--- config.mk ---
export PLATFORM = sky130hd
export DESIGN_NAME = cdb_bus_arbiter
export DESIGN_NICKNAME = d
export VERILOG_FILES = /design/src/rtl/coh_pkg.sv /design/src/rtl/rr_pick.sv /design/src/rtl/cdb_bus_arbiter.sv
export SDC_FILE = /design/constraint.sdc
export NUM_CORES = 1
export LEC_CHECK = 0
export CAP_MARGIN = 20
export CORE_MARGIN = 1.5
export CORE_UTILIZATION = 30
export DETAILED_ROUTE_END_ITERATION = 7
export SYNTH_ARGS = -nofsm -noshare
export SYNTH_HDL_FRONTEND = slang
export SYNTH_SLANG_ARGS = --single-unit
--- constraint.sdc ---
create_clock -name clock -period 3.1 [get_ports clock]
set_clock_uncertainty 0.1 [all_clocks]
set_input_delay 0.93 -clock clock [delete_from_list [all_inputs] [get_ports clock]]
set_output_delay 0.93 -clock clock [all_outputs]
set_load 0.01 [all_outputs]
--- src/rtl/coh_pkg.sv ---
// Shared definitions for the MSI coherence model: CDB word layout, MSI state
// encoding and the CDB arbiter state enum.
package coh_pkg;

  // Common data bus word width and the all-ones "nothing here" value
  localparam int unsigned CDB_W = 22;
  localparam logic [CDB_W-1:0] CDB_IDLE = '1;

  // MSI line states
  typedef enum logic [1:0] {
    MsiI = 2'b00,
    MsiS = 2'b01,
    MsiM = 2'b10
  } msi_e;

  // Field positions within an emit / CDB word
  localparam int unsigned TagLsb = 13;
  localparam int unsigned TagMsb = 15;

  // Field positions within a write-back word
  localparam int unsigned WbTagLsb  = 19;
  localparam int unsigned WbTagMsb  = 21;
  localparam int unsigned WbDataLsb = 0;
  localparam int unsigned WbDataMsb = 15;

  // CDB arbiter transaction phases
  typedef enum logic [1:0] {
    StIdle,
    StBcast,
    StSnoop,
    StDone
  } arb_state_e;

endpackage

--- src/rtl/rr_pick.sv ---
// Combinational round-robin picker. Searches valid_i starting at ptr_i+1
// (mod N), wrapping, and returns the first valid entry.
//   valid_i : request vector
//   ptr_i   : index of the last winner (lowest priority this round)
//   gnt_o   : one-hot grant
//   idx_o   : binary index of the grant
//   any_o   : at least one request valid
module rr_pick #(
  parameter int unsigned N    = 2,
  parameter int unsigned IdxW = (N > 1) ? $clog2(N) : 1
) (
  input  logic [N-1:0]    valid_i,
  input  logic [IdxW-1:0] ptr_i,
  output logic [N-1:0]    gnt_o,
  output logic [IdxW-1:0] idx_o,
  output logic            any_o
);

  logic [IdxW-1:0] cand;

  always_comb begin
    gnt_o = '0;
    idx_o = '0;
    any_o = 1'b0;
    cand  = '0;
    for (int unsigned off = 1; off <= N; off++) begin
      cand = IdxW'((32'(ptr_i) + off) % N);
      if (!any_o && valid_i[cand]) begin
        any_o       = 1'b1;
        gnt_o[cand] = 1'b1;
        idx_o       = cand;
      end
    end
  end

endmodule

--- src/rtl/cdb_bus_arbiter.sv ---
// CDB arbiter: grants one processor emit at a time (round-robin), broadcasts
// it on cdb for a listen cycle and a respond cycle, then acks the requester
// and forwards any snooper write-back to memory.
//   clock/reset    : clock, async active-high reset
//   req_emit       : per-processor pending emit, IDLE_WORD = none
//   req_ack        : one-hot completion pulse
//   cdb            : broadcast bus, IDLE_WORD when idle
//   wb_en_in/_data : snooper write-back sampled at end of respond cycle
//   mem_we/_wdata  : one-cycle memory write
//   grant_id       : current / last granted processor
//   busy           : transaction in progress
//   wb_conflict    : sticky, multiple write-backs in one respond cycle
module cdb_bus_arbiter
  import coh_pkg::*;
#(
  parameter int unsigned   NPROC     = 2,
  parameter int unsigned   W         = CDB_W,
  parameter logic [W-1:0]  IDLE_WORD = '1,
  localparam int unsigned  IdxW      = (NPROC > 1) ? $clog2(NPROC) : 1
) (
  input  logic                clock,
  input  logic                reset,
  input  logic [NPROC*W-1:0]  req_emit,
  output logic [NPROC-1:0]    req_ack,
  output logic [W-1:0]        cdb,
  input  logic [NPROC-1:0]    wb_en_in,
  input  logic [NPROC*W-1:0]  wb_data_in,
  output logic                mem_we,
  output logic [W-1:0]        mem_wdata,
  output logic [IdxW-1:0]     grant_id,
  output logic                busy,
  output logic                wb_conflict
);

  arb_state_e state_q, state_d;
  logic [IdxW-1:0]  rr_ptr_q, rr_ptr_d;
  logic [W-1:0]     cdb_q, cdb_d;
  logic [NPROC-1:0] ack_q, ack_d;
  logic             we_q, we_d;
  logic [W-1:0]     wdata_q, wdata_d;
  logic [IdxW-1:0]  gid_q, gid_d;
  logic             busy_q, busy_d;
  logic             conf_q, conf_d;

  logic [NPROC-1:0] valid;
  logic [NPROC-1:0] pick_gnt;
  logic [IdxW-1:0]  pick_idx;
  logic             pick_any;
  logic [W-1:0]     pick_word;
  logic [NPROC-1:0] own_mask;
  logic [NPROC-1:0] wb_mask;
  logic [W-1:0]     wb_word;

  always_comb begin
    valid = '0;
    for (int i = 0; i < NPROC; i++) begin
      valid[i] = (req_emit[i*W +: W] != IDLE_WORD);
    end
  end

  rr_pick #(
    .N    (NPROC),
    .IdxW (IdxW)
  ) u_rr_pick (
    .valid_i (valid),
    .ptr_i   (rr_ptr_q),
    .gnt_o   (pick_gnt),
    .idx_o   (pick_idx),
    .any_o   (pick_any)
  );

  always_comb begin
    pick_word = IDLE_WORD;
    for (int i = 0; i < NPROC; i++) begin
      if (pick_gnt[i]) pick_word = req_emit[i*W +: W];
    end
  end

  // The granted processor cannot snoop its own request
  assign own_mask = NPROC'(1) << gid_q;
  assign wb_mask  = wb_en_in & ~own_mask;

  // Lowest-index write-back wins
  always_comb begin
    wb_word = '0;
    for (int i = NPROC - 1; i >= 0; i--) begin
      if (wb_mask[i]) wb_word = wb_data_in[i*W +: W];
    end
  end

  always_comb begin
    state_d  = state_q;
    rr_ptr_d = rr_ptr_q;
    cdb_d    = cdb_q;
    ack_d    = '0;
    we_d     = 1'b0;
    wdata_d  = wdata_q;
    gid_d    = gid_q;
    conf_d   = conf_q;
    unique case (state_q)
      StIdle: begin
        cdb_d = IDLE_WORD;
        if (pick_any) begin
          cdb_d    = pick_word;  // cdb_q is the latched copy from here on
          gid_d    = pick_idx;
          rr_ptr_d = pick_idx;
          state_d  = StBcast;
        end
      end
      StBcast: state_d = StSnoop;
      StSnoop: begin
        cdb_d   = IDLE_WORD;
        ack_d   = own_mask;
        we_d    = |wb_mask;
        if (|wb_mask) wdata_d = wb_word;
        if ($countones(wb_mask) > 1) conf_d = 1'b1;
        state_d = StDone;
      end
      StDone: state_d = StIdle;
      default: state_d = StIdle;
    endcase
    busy_d = (state_d != StIdle);
  end

  always_ff @(posedge clock or posedge reset) begin
    if (reset) begin
      state_q  <= StIdle;
      rr_ptr_q <= IdxW'(NPROC - 1);
      cdb_q    <= IDLE_WORD;
      ack_q    <= '0;
      we_q     <= 1'b0;
      wdata_q  <= '0;
      gid_q    <= '0;
      busy_q   <= 1'b0;
      conf_q   <= 1'b0;
    end else begin
      state_q  <= state_d;
      rr_ptr_q <= rr_ptr_d;
      cdb_q    <= cdb_d;
      ack_q    <= ack_d;
      we_q     <= we_d;
      wdata_q  <= wdata_d;
      gid_q    <= gid_d;
      busy_q   <= busy_d;
      conf_q   <= conf_d;
    end
  end

  assign req_ack     = ack_q;
  assign cdb         = cdb_q;
  assign mem_we      = we_q;
  assign mem_wdata   = wdata_q;
  assign grant_id    = gid_q;
  assign busy        = busy_q;
  assign wb_conflict = conf_q;

endmodule

# Word level (Yosys, flattened, before mapping)
# Cells that the tools add are included.
[word_totals] register_bits=53 latchBits=0 mem_bits_rw=0 romBits=0 in_bits=92 output_inout_bits=50 mem_count=0
[classes] n_addsub=3 mul=0 div=0 magnitude_cmp=5 n_eq_ne=5 shift=1 mux=24 bitwise_logic=3 reduce_logical=11
[ops] operator="two-way mux 22 bit" n=5
[ops] operator="!= test 22 bit, second input constant" n=2
[ops] operator="case mux 22 bit (2 select lines)" n=1
[ops] operator="two-way mux 1 bit" n=11
[ops] operator="two-way mux 2 bit" n=4
[ops] operator="case mux 2 bit (4 select lines)" n=1
[ops] operator="AND reduction 2 bit" n=3
[ops] operator="== test 2 bit, second input constant" n=2
[ops] operator="less-than comparator 1 x 2 -> 1 bit, second input constant" n=2
[ops] operator="nonzero test 2 bit" n=2
[ops] operator="logical AND 1 bit" n=3
[ops] operator="adder 1 bit, second input constant" n=2
[ops] operator="adder 1 x 1 -> 2 bit" n=1
[ops] operator="bitwise AND 2 bit" n=1
[ops] operator="demux 1 bit (select 1 bit)" n=2
[ops] operator="== test 2 x 1 -> 1 bit, second input constant" n=1
[ops] operator=">= comparator 1 bit, second input constant" n=2
[ops] operator="greater-than comparator 2 x 1 -> 1 bit, second input constant" n=1
[ops] operator="logical NOT 2 bit" n=1
[ops] operator="NOT 2 bit" n=1
[ops] operator="OR 2 bit" n=1
[ops] operator="OR reduction 2 bit" n=1
[ops] operator="left shift 1 x 1 -> 2 bit, first input constant" n=1
[ops] operator="logical NOT 1 bit" n=1

# Depth between registers and ports, before layout
[logic_depth] depth_word=12 ltp_mapped=8

# Modules after synthesis
# A second synthesis with hierarchy kept.
[unflattened] cells_unflattened=225 hier_area_um2=2454.9
[modules_own_cells] module="cdb_bus_arbiter" instances=1 cells_each=220 area_per_inst_um2=2422.3 seq_area_each_um2=1355.0
[modules_own_cells] module="rr_pick" instances=1 cells_each=5 area_per_inst_um2=32.5 seq_area_each_um2=0.0

# Worst setup path before layout
# Ideal clock, no wire load.
[synth_timing] kind="input port to flip-flop" from="input req_emit[16]" to="register cdb_q[0], in the netlist cdb[0]" setup_time_ps=84 t_arrival_ps=2209 required_time_ps=2916 setup_slack_ps=707 stages=6 path_buffers=1 path_cell_list="nand4_1 -> or4_4 -> o21a_4 -> buf_6 -> nor4_2 -> nor3_2"
[synth_between] elab_chain_cells=11 elab_cells_between_ends=16 classes_between="1 x eq/ne; 12 x mux; 1 x bitwise; 2 x reduce/logical"
[synth_lines] item="start, declared" line="cdb_bus_arbiter.sv:23" source="input logic [NPROC*W-1:0] req_emit,"
[synth_lines] item="!= test 22 bit *" line="cdb_bus_arbiter.sv:57" source="valid[i] = (req_emit[i*W +: W] != IDLE_WORD);"
[synth_lines] item="two-way mux 1 bit (implied by the code) (2 in series)" line="rr_pick.sv:28" source="if (!any_o && valid_i[cand]) begin"
[synth_lines] item="two-way mux 1 bit" line="rr_pick.sv:28"
[synth_lines] item="logical NOT 1 bit" line="rr_pick.sv:28"
[synth_lines] item="logical AND 1 bit" line="rr_pick.sv:28"
[synth_lines] item="two-way mux 2 bit" line="rr_pick.sv:28"
[synth_lines] item="two-way mux 22 bit (2 in series)" line="cdb_bus_arbiter.sv:75" source="if (pick_gnt[i]) pick_word = req_emit[i*W +: W];"
[synth_lines] item="two-way mux 22 bit *" line="cdb_bus_arbiter.sv:103" source="if (pick_any) begin"
[synth_lines] item="case mux 22 bit (2 select lines) *" line="cdb_bus_arbiter.sv:100" source="unique case (state_q)"
[synth_lines] item="end signal, assigned" line="cdb_bus_arbiter.sv:129" source="cdb_q <= IDLE_WORD;"
[synth_lines] item="end signal, assigned" line="cdb_bus_arbiter.sv:139" source="cdb_q <= cdb_d;"
[synth_lines] item="end, declared" line="cdb_bus_arbiter.sv:37" source="logic [W-1:0] cdb_q, cdb_d;"
# Every way passes the cells marked *; elsewhere a longest branch is shown, timed or not. The select of a mux whose other input is x is not followed.
# A chain may end at the register's enable or synchronous reset.

# Worst setup path in the final report
[layout_timing] from="input req_emit[25]" to="register cdb_q[11], in the netlist cdb[11]"
# Same word-level chain as after synthesis.

==> impl_metrics.toml <==
[clock_network]
postCtsHoldBufs = 0
numCtsBuffers = 5
cts_resized = 0
clk_latency_ps = 310
cts_buffer_depth = 2
cts_tree = "built"
clk_pin_slew_ps = 100
h-tree-depth = 2
cts.sinks = 53
post_cts.repair.setup_buffers = 0
clockRootBuffer = "clkbuf_8"

[logic_synthesis]
ys_warn_count = 0
syn_area_per_cell_um2 = 11.5
synth_nets = 345
synth_ff_type = "dfrtp_1"
synth_cell_types = 33
synthCells = 250
synth_area_leaders = "dfrtp_1 (26%), dfstp_2 (21%), a22o_1 (14%)"
synth_top_cell_area_share_pct = 26.2
syn-cell-area_um2 = 2870
yosysMostFrequentCell = "a22o_1"
yosysSeqAreaShare_pct = 47.3
synthArstFlopShare_pct = 100
synth_edf_count = 0
synthTopCellsByCount = "a22o_1 (45), dfrtp_1 (30), nor2_1 (24), dfstp_2 (23), nor3_2 (23)"
ys_seq_elements = 53
synth_largest_area_cell = "dfrtp_1"

[cells_and_area]
finalNonFillerCells = 519
area_delta_synth_final_pct = 58.4
nFillCells = 872
diodes = 0
post-route-cell-area_um2 = 4540
drive_gt1_share_pct = 23.8
nNetsFinal = 484

[floorplanning]
die_area_um2 = 10100
die_w_um = 101
pin_count = 142
num_rows = 35
initial_core_util_pct = 31.0
die_h_um = 101
core-area_um2 = 9240

[sta]
slew_headroom_pct = 38.1
rsz0062_at_grt = "no"
finalMaxSlewViolations = 0
min_period_over_period_pct = 89.7
timing.final.crit_period_ps = 2780
fin_tns_setup_ps = 0
timing.final.ws_setup_ps = 320
worst_slew_pin_slew_ps = 928
hold_viol = 0
fmax_mhz = 360
setup_viol_count_final = 0

[global_routing]
grt_pass1_vias = 2605
antenna_found_initial = 0
overflow = 0
grt_first_pass_wirelength_um = 14000
grt_usage_pct = 17.8
grt_max_degree = 39

[critical_path]
r2r-end = "cdb[11]"
reg2reg_from = "state_q[0]"
rr_worst_depth = 5
arrival_ps = 2910
endpoint_kind = "register"
ff2ff_setup_slack_ps = 970
startpoint_type = "primary input"
critPathRequiredTime_ps = 3230
path_class = "in2reg"
cp_max_fo = 15

[place]
gp_congestion = 0.803
placed_area_um2 = 4440
io_buffers = 141
hpwl_um = 6740
pre_cts_slack_ps = 31.4
dp.cells = 511

[run]
maxCapViolCount = 0

[routing]
vias = 2563
first_pass_iters = 4
drc = 0
ant_nets = 0
wl_per_cell_um = 17.3
viasPerCell = 4.94
drt_iter0_drc = 81
wl_um = 8970

[min_path]
min_to = "wb_conflict"
hp-start = "wb_conflict"
hp-class = "reg2reg"
min_delay_path_depth = 0

[pwr]
leakage_nw = 1.70
ir_worst_vdd_mv = 0.195
power_density_nw_per_um2 = 340

[outcome]
status = "complete, no violations"
==> cells in the final DEF, fill, tap and decap left out, types with 2 or more instances in the layout <==
cell             Yosys  routed
nand4_1              9       9
inv_1                4       3
dfstp_2             23      23
a22o_1              45      45
nor4_2              16      16
ha_1                 3       3
nor3_2              23      23
a211oi_1            22      22
nor3_1               3       3
clkdlybuf4s50_1      0     141
and2_1               2       2
dfrtp_1             30      30
nor2b_1              3       3
nor2_1              24      24
and4_1               2       2
buf_4                1      16
nor4_1               3       3
clkbuf_8             0       6
==> critical path, cell delays in order <==
cell,delay [ps]
clkdlybuf4s50_1,520
nand4_1,180
nor4_1,310
buf_4,170
nand4_1,110
buf_4,220
a211oi_1,390
nor3_2,80
==> cell families after synthesis <==
logic type,synth area share (%)
simple gates,24.6
fa+ha+maj,1.31
compound gates,21.4
flops,47.3
buf+inv,5.46
==> metal layers <==
layer	track usage, %	part of all wire, %
met4	4.12	1.1
met3	2.70	3.1
met1	24.0	46
met2	29.9	50
met5	0	0
==> through the flow <==
stage                     hold slack (ps)  power, mW  utilization, %
after CTS                             291       1.56            49.1
after detailed placement              267       1.13            48.0
after floorplan                       394      0.886               -
after global placement                265       1.13            48.0
final                                 289       1.54            49.1
after global routing                  310       1.61            49.1
==> sequential cells by signal, summed over array words and instances (netlist names) <==
signal and count:
grant_id 1, busy 1, mem_wdata 22, rr_ptr_q 1
cdb 22, mem_we 1, req_ack 2, state_q 2
wb_conflict 1
==> report_power, final <==
group          internal [mW]  switching [mW]  total (mW)
Combinational          0.221           0.124       0.344
Clock                  0.185           0.242       0.426
Sequential             0.748          0.0254       0.774
Total                   1.15           0.391        1.54
==> area by class of cell <==
cell class / count / area (um^2) / area share [%]
Timing Repair Buffer: 158 / 1550 / 34.2
Multi-Input combinational cell: 167 / 1360 / 29.9
Sequential cell: 53 / 1360 / 29.9
Tap cell: 129 / 161 / 3.56
Clock buffer: 6 / 82.6 / 1.82
Clock inverter: 2 / 16.3 / 0.358
Inverter: 4 / 15.0 / 0.331
==> how the worst max path moves through the flow <==
stage | startpoint | slack (ps) | end
6_report | req_emit[25] | 320 | cdb[11]
5_1_grt | req_emit[25] | 220 | cdb[11]
4_1_cts | req_emit[15] | 370 | cdb[19]
3_5_place_dp | req_emit[15] | 30 | cdb[19]
3_3_place_gp | req_emit[21] | 50 | cdb[19]
2_1_floorplan | req_emit[16] | 710 | cdb[0]
Note: power is estimated with default switching activity, not from simulation.
